===== src/rtl/riscv_dmem_arbiter_pkg.sv =====
// Shared port ids and lock-owner encodings for the data-memory arbiter.
// Pure definitions; no latency and no flow control of its own.
package riscv_dmem_arbiter_pkg;

  localparam logic ARB_ID_P0 = 1'b0;
  localparam logic ARB_ID_P1 = 1'b1;

  typedef enum logic [1:0] {
    LOCK_NONE = 2'd0,
    LOCK_P0   = 2'd1,
    LOCK_P1   = 2'd2
  } lock_own_e;

  function automatic lock_own_e lock_of(input logic id);
    return (id == ARB_ID_P1) ? LOCK_P1 : LOCK_P0;
  endfunction

  // Program mode beats any lock; a lock restricts eligibility to its owner even when idle.
  function automatic logic [1:0] eligible_mask(input logic prog, input lock_own_e own);
    logic [1:0] m;
    m = 2'b11;
    if (prog)                m = 2'b10;
    else if (own == LOCK_P0) m = 2'b01;
    else if (own == LOCK_P1) m = 2'b10;
    return m;
  endfunction

endpackage


===== src/rtl/riscv_rr_pick2.sv =====
// Two-way round-robin pick among masked valid requesters.
// Combinational, zero latency; no backpressure of its own.
module riscv_rr_pick2
  import riscv_dmem_arbiter_pkg::*;
(
  input  logic [1:0] valid,
  input  logic       last,
  input  logic [1:0] mask,
  output logic [1:0] gnt,
  output logic       gnt_id
);

  logic [1:0] cand;

  always_comb begin
    cand   = valid & mask;
    gnt    = 2'b00;
    gnt_id = ARB_ID_P0;
    case (cand)
      2'b01: begin
        gnt    = 2'b01;
        gnt_id = ARB_ID_P0;
      end
      2'b10: begin
        gnt    = 2'b10;
        gnt_id = ARB_ID_P1;
      end
      2'b11: begin
        gnt_id = ~last;
        gnt    = last ? 2'b01 : 2'b10;
      end
      default: ;
    endcase
  end

endmodule


===== src/rtl/riscv_dmem_arbiter.sv =====
// Shares one data-memory port between the CPU (port 0) and a loader/DMA (port 1).
// One accept per cycle, response one cycle later; a port waits while not selected.
module riscv_dmem_arbiter
  import riscv_dmem_arbiter_pkg::*;
#(
  parameter int ADDR_W = 32,
  parameter int DATA_W = 32
) (
  input  logic                clk,
  input  logic                rst,
  input  logic                prog_mode,

  input  logic                p0_req_valid,
  output logic                p0_req_ready,
  input  logic                p0_req_we,
  input  logic                p0_req_lock,
  input  logic [ADDR_W-1:0]   p0_req_addr,
  input  logic [DATA_W-1:0]   p0_req_wdata,
  input  logic [DATA_W/8-1:0] p0_req_wstrb,
  output logic                p0_rsp_valid,
  output logic [DATA_W-1:0]   p0_rsp_rdata,

  input  logic                p1_req_valid,
  output logic                p1_req_ready,
  input  logic                p1_req_we,
  input  logic                p1_req_lock,
  input  logic [ADDR_W-1:0]   p1_req_addr,
  input  logic [DATA_W-1:0]   p1_req_wdata,
  input  logic [DATA_W/8-1:0] p1_req_wstrb,
  output logic                p1_rsp_valid,
  output logic [DATA_W-1:0]   p1_rsp_rdata,

  output logic                stall_cpu,

  output logic                mem_en,
  output logic                mem_we,
  output logic [ADDR_W-1:0]   mem_addr,
  output logic [DATA_W-1:0]   mem_wdata,
  output logic [DATA_W/8-1:0] mem_wstrb,
  input  logic [DATA_W-1:0]   mem_rdata
);

  logic      last_gnt_q, last_gnt_d;
  lock_own_e lock_own_q, lock_own_d;
  logic      rsp_v_q, rsp_v_d;
  logic      rsp_id_q, rsp_id_d;
  logic      rsp_rd_q, rsp_rd_d;

  logic [1:0] mask;
  logic [1:0] gnt;
  logic [1:0] gnt_ok;
  logic       gnt_id;
  logic       accept;
  logic       sel_we;
  logic       sel_lock;
  logic       rsp_fire;

  assign mask = eligible_mask(prog_mode, lock_own_q);

  riscv_rr_pick2 u_pick (
    .valid  ({p1_req_valid, p0_req_valid}),
    .last   (last_gnt_q),
    .mask   (mask),
    .gnt    (gnt),
    .gnt_id (gnt_id)
  );

  // Nothing is accepted while reset is held.
  assign gnt_ok       = gnt & {2{~rst}};
  assign accept       = |gnt_ok;
  assign p0_req_ready = gnt_ok[0];
  assign p1_req_ready = gnt_ok[1];
  assign stall_cpu    = p0_req_valid & ~p0_req_ready;

  assign sel_we   = (gnt_id == ARB_ID_P1) ? p1_req_we   : p0_req_we;
  assign sel_lock = (gnt_id == ARB_ID_P1) ? p1_req_lock : p0_req_lock;

  always_comb begin
    mem_en    = accept;
    mem_we    = accept & sel_we;
    mem_addr  = (gnt_id == ARB_ID_P1) ? p1_req_addr  : p0_req_addr;
    mem_wdata = (gnt_id == ARB_ID_P1) ? p1_req_wdata : p0_req_wdata;
    mem_wstrb = '0;
    if (accept && sel_we)
      mem_wstrb = (gnt_id == ARB_ID_P1) ? p1_req_wstrb : p0_req_wstrb;
  end

  always_comb begin
    last_gnt_d = last_gnt_q;
    lock_own_d = lock_own_q;
    rsp_v_d    = accept;
    rsp_id_d   = gnt_id;
    rsp_rd_d   = ~sel_we;
    if (accept) begin
      last_gnt_d = gnt_id;
      lock_own_d = sel_lock ? lock_of(gnt_id) : LOCK_NONE;
    end else if (prog_mode && lock_own_q == LOCK_P0) begin
      // The loader takes over; the CPU's multi-access sequence is abandoned.
      lock_own_d = LOCK_NONE;
    end
  end

  always_ff @(posedge clk) begin
    if (rst) begin
      last_gnt_q <= ARB_ID_P1;
      lock_own_q <= LOCK_NONE;
      rsp_v_q    <= 1'b0;
      rsp_id_q   <= ARB_ID_P0;
      rsp_rd_q   <= 1'b0;
    end else begin
      last_gnt_q <= last_gnt_d;
      lock_own_q <= lock_own_d;
      rsp_v_q    <= rsp_v_d;
      rsp_id_q   <= rsp_id_d;
      rsp_rd_q   <= rsp_rd_d;
    end
  end

  // Gating with rst drops a response whose access was accepted just before reset.
  assign rsp_fire     = rsp_v_q & ~rst;
  assign p0_rsp_valid = rsp_fire & (rsp_id_q == ARB_ID_P0);
  assign p1_rsp_valid = rsp_fire & (rsp_id_q == ARB_ID_P1);
  assign p0_rsp_rdata = rsp_rd_q ? mem_rdata : '0;
  assign p1_rsp_rdata = rsp_rd_q ? mem_rdata : '0;

endmodule

===== config.mk =====
export PLATFORM = sky130hd
export DESIGN_NAME = riscv_dmem_arbiter
export DESIGN_NICKNAME = d
export VERILOG_FILES = /design/src/rtl/riscv_dmem_arbiter_pkg.sv /design/src/rtl/riscv_rr_pick2.sv /design/src/rtl/riscv_dmem_arbiter.sv
export SDC_FILE = /design/constraint.sdc
export NUM_CORES = 1
export LEC_CHECK = 0
export BUFFER_PORTS_ARGS = -buffer_cell sky130_fd_sc_hd__buf_2
export CAP_MARGIN = 0
export CORE_AREA = 8 8 116 118
export CTS_CLUSTER_SIZE = 12
export DETAILED_ROUTE_END_ITERATION = 7
export DIE_AREA = 0 0 124 126
export PLACE_DENSITY = 0.56
export SYNTH_ARGS = -nofsm -noshare
export SYNTH_HDL_FRONTEND = slang
export SYNTH_SLANG_ARGS = --single-unit

===== constraint.sdc =====
create_clock -name clk -period 2.1 [get_ports clk]
set_input_delay 0.21 -clock clk [delete_from_list [all_inputs] [get_ports clk]]
set_output_delay 0.21 -clock clk [all_outputs]
set_load 0.005 [all_outputs]

Word-level counts from Yosys, hierarchy flattened:

Cells that the tools add are included.

* eq/ne operators: 5
* muxes and demuxes: 17
* bitwise logic cells: 12
* reductions and logical operators: 4

Operators by type and width (count)
* $mux 32: 3
* $mux 2: 7
* $mux 4: 2
* $eq 2x2->1 const B: 3
* $pmux 2 s3: 1
* $and 1x1->1: 5
* $not 1->1: 5
* $and 2x2->2: 2
* $eq 2x1->1 const B: 2
* $mux 1: 3
* $logic_and 1x1->1: 2
* $pmux 1 s2: 1
* $reduce_bool 2->1: 1
* $reduce_or 2->1: 1

* register bits: 6
* input port bits: 177

Longest topological paths before layout:

Gate-level depths: netlist (run 1).

* word-level depth: 11
* mapped depth: 6

Modules after synthesis:

A second synthesis (run 1) with hierarchy kept.

* cells, all modules: 184
* area, all modules: 1644.1 µm²

By module, submodules not included
* riscv_dmem_arbiter: times used 1, cells an instance 180, area each 1617.8 µm²
* riscv_rr_pick2: times used 1, cells an instance 4, area each 26.3 µm²

Worst setup path before layout (run 1):

OpenSTA, ideal clock, no wires.

* kind: reg2out
* start point: reg lock_own_q[0]
* end point: out mem_addr[10]
* data arrival time: 1522 ps
* data required time: 1890 ps
* slack: 368 ps
* stages on the path, launching flop included: 7
* path through: dfxtp_1 > nand2b_2 > and3_4 > buf_6 > nor2_8 > buf_12 > mux2_4

* longest elaborated chain between the ends: 8

RTL lines
* from (decl): RTL line riscv_dmem_arbiter.sv:44 `lock_own_e lock_own_q, lock_own_d;`
* from (signal assigned): RTL line riscv_dmem_arbiter.sv:112 `lock_own_q <= lock_own_d;`
* $eq 2x2->1: RTL line riscv_dmem_arbiter_pkg.sv:24 `else if (own == LOCK_P1) m = 2'b10;`
* $mux 1: RTL line riscv_dmem_arbiter_pkg.sv:24
* $mux 2 (*): RTL line riscv_dmem_arbiter_pkg.sv:23 `else if (own == LOCK_P0) m = 2'b01;`
* $mux 2 (*): RTL line riscv_dmem_arbiter_pkg.sv:22 `if (prog) m = 2'b10;`
* $and 2x2->2 (*): RTL line riscv_rr_pick2.sv:16 `cand = valid & mask;`
* $eq 2x2->1: RTL line riscv_rr_pick2.sv:19 `case (cand)`
* $pmux 1 s2 (*): RTL line riscv_rr_pick2.sv:19
* $mux 32 (*): RTL line riscv_dmem_arbiter.sv:81 `mem_addr = (gnt_id == ARB_ID_P1) ? p1_req_addr : p0_req_addr;`
* to (decl): RTL line riscv_dmem_arbiter.sv:37 `output logic [ADDR_W-1:0] mem_addr,`

Mark *: on every way between the ends. The rest lies on a longest branch, timed or not.

Worst setup path in the final report (run 1):

* start point: reg lock_own_q[0]
* end point: out mem_addr[8]

The elaborated chain is that of the path after synthesis.

==> impl_metrics.env, run 1 <==
export IMPL_slew_headroom_pct=52.9
export IMPL_htreeDepth=1
export IMPL_syn_inst=199
export IMPL_fin_area_um2=3610
export IMPL_routed_top_layer="met4"
export IMPL_grt_max_degree=33
export IMPL_syn_nets=376
export IMPL_start_util_pct=17.2
export IMPL_pin_count=316
export IMPL_holdBufCountCts=0
export IMPL_max_cap_viol_count=0
export IMPL_finClkSkew_ps=1.86
export IMPL_overflow=0
export IMPL_yosysWarnings=0
export IMPL_nets=666
export IMPL_rsz0062_at_grt="yes"
export IMPL_hold_class="in2reg"
export IMPL_synth_area_um2=2010
export IMPL_die_w_um=124
export IMPL_vias=2540
export IMPL_synth_cell_types=33
export IMPL_clk_latency_ps=230
export IMPL_drt_iter0_markers=67
export IMPL_setup_ws_ps=57.1
export IMPL_most_common_layout_cells="314 x buf_2, 60 x mux2_4, 32 x and2_1"
export IMPL_grt_pass1_wl_mm=15.1
export IMPL_routed_via_density=4.01
export IMPL_cts_sinks=6
export IMPL_place_area_um2=3430
export IMPL_die_h_um=126
export IMPL_dr_wl_met2_mm=5.80
export IMPL_critPathLaunchType="flop"
export IMPL_nFillCells=1254
export IMPL_route_met3_wl_um=999
export IMPL_drt_met1_wl_mm=3.88
export IMPL_finalSetupViolCount=0
export IMPL_fmax_mhz=489
export IMPL_worstMarginPinSlew_ps=706
export IMPL_end_kind="primary output"
export IMPL_drc=0
export IMPL_cts_tree="built"
export IMPL_cts_buffer_depth=2
export IMPL_antenna_left=0
export IMPL_grt_pass1_vias=2734
export IMPL_mostFrequentLayoutCell="buf_2"
export IMPL_track_usage_pct=12.0
export IMPL_io_buffers=315
export IMPL_ys_seq_area_share_pct=5.98
export IMPL_wl_per_cell_um=16.9
export IMPL_crit_type="reg2out"
export IMPL_hold_slack_ps=242
export IMPL_dr_pass1_iters=4
export IMPL_hold_viol=0
export IMPL_coreArea_um2=11700
export IMPL_cts_buffers=3
export IMPL_die_area_um2=15600
export IMPL_status="complete, no violations"
export IMPL_timing_critical_path_arrival_ps=1830
export IMPL_pwr_density_cell_nw_per_um2=342
export IMPL_maxSlewViolCount=0
export IMPL_period_minus_slack_ps=2040
export IMPL_path_max_fanout=8
export IMPL_antenna_cells=0
export IMPL_critPathRequiredTime_ps=1890
export IMPL_drt_total_wl_mm=10.7
export IMPL_drive_above_1_share_pct=83.4
export IMPL_clkTransAtPathRegs_ps=40
export IMPL_dp_final_hpwl_mm=9.61
export IMPL_r2r_setup_slack_ps=570
export IMPL_globalplace_congestion=0.848
export IMPL_synthToLayoutAreaGrowth_pct=79.7
export IMPL_final_util_pct=30.8
export IMPL_leakage_nw=2.22
export IMPL_num_rows=40
export IMPL_ys_ff_latch=6
export IMPL_cts_root_buf="clkbuf_16"
export IMPL_postSynthAreaPerCell_um2=10.1
export IMPL_peakVddDrop_v=0.000193
export IMPL_antenna_found_initial=0
export IMPL_setup_tns_ps=0
export IMPL_place_ws_ps=181
export IMPL_fin_crit_sh_pct=97.3
[synthesized netlist by cell type]
cell type,count,share of area (%)
or2_1,2,0.62
buf_4,32,12
mux2_4,60,45
and3b_1,2,0.87
a22oi_1,1,0.37
clkbuf_1,4,0.75
nor3_1,3,0.75
nor3b_1,2,0.75
and2_2,2,0.75
buf_12,6,6.0
mux2_2,4,2.2
dfxtp_1,6,6.0
nor2b_2,1,0.44
a21oi_1,5,1.2
nand2_8,1,1.0
o211ai_1,1,0.37
o21ai_0,7,1.7
or3b_4,1,0.56
nor2_8,1,1.0
a31oi_1,2,0.62
nand2_1,1,0.19
and3_4,1,0.56
a22o_1,1,0.44
nand2b_2,1,0.44
and4b_2,1,0.56
nor2_1,1,0.19
inv_1,5,0.93
a211o_1,1,0.44
a211oi_1,1,0.37
nand3_1,9,2.2
buf_6,1,0.56
nor2b_1,1,0.31
and2_1,32,10
[timing repair]
action / CTS / global route
resized for setup: 3 / 6
endpoints found under the setup margin: 34 / 56
gates cloned: 2 / 0
setup buffers: 4 / 4
pin swaps: 0 / 2
[registers in the layout, summed over array words and instances, names as in the netlist]
signal	count
lock_own_q	2
last_gnt_q	1
rsp_rd_q	1
rsp_id_q	1
rsp_v_q	1
[area by class of cell]
class / count / area [um^2] / area share, %
flip-flops and latches: 6 / 128 / 3.53
well taps: 147 / 184 / 5.09
inverters: 5 / 18.8 / 0.520
multi-input cells: 145 / 1490 / 41.2
repair buffers: 328 / 1720 / 47.5
clock buffers: 3 / 75.1 / 2.08
[power breakdown]
group,switching [W],internal [W],total [W]
clock network,0.0000681,0.000245,0.000313
registers,0.0000141,0.000121,0.000135
logic,0.000305,0.000483,0.000789
[through the flow]
step | power [W] | std cells
after floorplan | 0.000576 | 199
after global placement | 0.000897 | 623
after detailed placement | 0.000908 | 623
after CTS | 0.00126 | 632
after global routing | 0.00131 | 634
final | 0.00124 | 634
[final timing paths]
kind	from	endpoint	depth (start not counted)
hold reg to reg	last_gnt_q$_SDFFE_PP1P_	last_gnt_q$_SDFFE_PP1P_	2
setup / recovery	lock_own_q[0]$_SDFFE_PP0P_	mem_addr[8]	6
setup reg to reg	lock_own_q[0]$_SDFFE_PP0P_	lock_own_q[1]$_SDFFE_PP0P_	4
hold / removal	p0_req_lock	lock_own_q[0]$_SDFFE_PP0P_	3
[critical path: stages (launching register included)]
cell and delay, ps:
dfxtp_4 340, or3b_4 270, nand2_8 70, nor2_8 220
buf_4 250, mux2_4 320, buf_2 130
[logic make-up after synthesis]
logic type / after synthesis / share of synthesized area, %
AO/OA/AOI/OAI: 19 / 5.60
buffers and inverters: 48 / 20.2
flip-flops: 6 / 5.98
multiplexers: 64 / 47.1
AND/OR/NAND/NOR: 62 / 21.2
[metal layers]
layer | vias to the layer above | track usage, %
li1 | 1243 | -
met1 | 1151 | 13.0
met2 | 142 | 23.8
met3 | 4 | 1.88
met4 | 0 | 1.68
met5 | - | 0
(Power assumes the default switching activity.)
==> run 2: changes to the inputs <==
SETUP_SLACK_MARGIN = 0.3   (was unset)
==> run 2 against run 1 <==
Setup slack got worse by 120 ps; first-iteration DRC count fell by 15%; utilization is 3.7 points higher; via count grew 2.0%; the flow now finishes with violations (negative setup slack); routed wire length is 4.5% higher; cell area is 12% higher; combinational power up 20%; power up 13%; sequential share of layout area decreased by 0.35 points; critical path type unchanged; non-clock buffer count up 9; cell count increased by 1.4%; highest routed layer unchanged; global-route usage increased by 0.47 points.
==> impl_metrics.env, run 2 (same netlist as run 1, synthesis figures left out) <==
export IMPL_vias=2590
export IMPL_status="finished, violations left"
export IMPL_crit_type="reg2out"
export IMPL_place_area_um2=3430
export IMPL_hold_viol=0
export IMPL_num_rows=40
export IMPL_maxSlewViolCount=0
export IMPL_grt_max_degree=33
export IMPL_finClkSkew_ps=2.62
export IMPL_path_delay_family="simple AND/OR/NAND/NOR gates"
export IMPL_end_kind="primary output"
export IMPL_nets=675
export IMPL_synthToLayoutAreaGrowth_pct=101
export IMPL_grt_pass1_vias=2790
export IMPL_max_stage_delay_ps=420
export IMPL_globalplace_congestion=0.848
export IMPL_antenna_left=0
export IMPL_timing_critical_path_arrival_ps=1960
export IMPL_critPathLaunchType="flop"
export IMPL_drive_above_1_share_pct=84.7
export IMPL_largest_register="lock_own_q"
export IMPL_track_usage_pct=12.5
export IMPL_die_h_um=126
export IMPL_coreArea_um2=11700
export IMPL_cts_root_buf="clkbuf_16"
export IMPL_overflow=0
export IMPL_max_cap_viol_count=0
export IMPL_critPathRequiredTime_ps=1890
export IMPL_setup_ws_ps=-65.7
export IMPL_mostFrequentLayoutCell="buf_2"
export IMPL_clkTransAtPathRegs_ps=40
export IMPL_antenna_cells=0
export IMPL_routed_via_density=4.03
export IMPL_cts_sinks=6
export IMPL_wl_per_cell_um=17.4
export IMPL_dp_final_hpwl_mm=9.61
export IMPL_path_max_fanout=5
export IMPL_cts_tree="built"
export IMPL_cts_buffers=3
export IMPL_peakVddDrop_v=0.000194
export IMPL_path_cells="or3b_4 -> nand2_8 -> nor2_8 -> buf_6 -> buf_12 -> buf_16 -> mux2_4 -> buf_6"
export IMPL_antenna_found_initial=0
export IMPL_drt_iter0_markers=57
export IMPL_period_minus_slack_ps=2170
export IMPL_leakage_nw=2.39
export IMPL_io_buffers=315
export IMPL_hold_slack_ps=237
export IMPL_start_util_pct=17.2
export IMPL_largest_reg_flops=2
export IMPL_cp_slowest_cell="or3b_4"
export IMPL_grt_pass1_wl_mm=15.6
export IMPL_critPathBufInv=4
export IMPL_drt_total_wl_mm=11.2
export IMPL_cts_buffer_depth=2
export IMPL_finalSetupViolCount=18
export IMPL_dr_pass1_iters=4
export IMPL_drc=0
export IMPL_worstMarginPinSlew_ps=381
export IMPL_pin_count=316
export IMPL_crit_top_cell="buf_6"
export IMPL_rsz0062_at_grt="yes"
export IMPL_fin_crit_sh_pct=103
export IMPL_most_common_layout_cells="278 x buf_2, 61 x mux2_4, 41 x buf_6"
export IMPL_hold_class="in2reg"
export IMPL_fin_area_um2=4050
export IMPL_clk_latency_ps=230
export IMPL_die_area_um2=15600
export IMPL_fmax_mhz=462
export IMPL_pwr_density_cell_nw_per_um2=346
export IMPL_slew_headroom_pct=74.6
export IMPL_htreeDepth=1
export IMPL_die_w_um=124
export IMPL_violations="negative setup slack"
## run 2: repair_timing
action	in CTS	in global routing
resized for setup	47	21
setup buffers	7	6
pin swaps	3	7
endpoints found under the setup margin	69	80
hold buffers	0	0
gates cloned	4	0
## run 2: per-stage QoR
step                setup WS [ps]  total power [W]  util, %  setup TNS [ps]  std cells
floorplan                     368         0.000576        -               0        199
global placement              227         0.000897     29.3               0        623
finish                      -65.7          0.00140     34.5            -830        643
global route                 -100          0.00147     34.5           -2400        643
CTS                         -61.0          0.00138     33.5            -968        637
detailed placement            181         0.000908     29.3               0        623
## run 2: final timing paths
path | start | endpoint | slack (ps) | cells past startpoint
max | lock_own_q[1]$_SDFFE_PP0P_ | mem_addr[19] | -70 | 8
min | p0_req_lock | lock_own_q[0]$_SDFFE_PP0P_ | 240 | 3
max reg2reg | lock_own_q[1]$_SDFFE_PP0P_ | rsp_rd_q$_SDFF_PP0_ | 530 | 7
min reg2reg | last_gnt_q$_SDFFE_PP1P_ | last_gnt_q$_SDFFE_PP1P_ | 590 | 2
## run 2: layout make-up
type / count / area [um^2]
Timing Repair Buffer: 337 / 2120
Sequential cell: 6 / 129
Clock buffer: 3 / 75.1
Inverter: 5 / 18.8
Fill cell: 1180 / 7670
Multi-Input combinational cell: 145 / 1520
Tap cell: 147 / 184
## run 2: metal layers
layer | vias to the layer above | share of wire [%] | global-route usage (%)
met1 | 1172 | 35 | 13.0
li1 | 1260 | - | -
met4 | 0 | 1.2 | 2.24
met2 | 146 | 55 | 25.0
met5 | - | 0 | 0
met3 | 12 | 9.3 | 2.01
## run 2: tightest hold or removal path, stage by stage
cell and delay, ps:
buf_2 100, nand3_1 60, a21oi_1 60
## run 2: where the power goes
part,internal [W],switching (W)
logic,0.000605,0.000341
clock network,0.000245,0.0000706
registers,0.000121,0.0000147
total,0.000972,0.000427
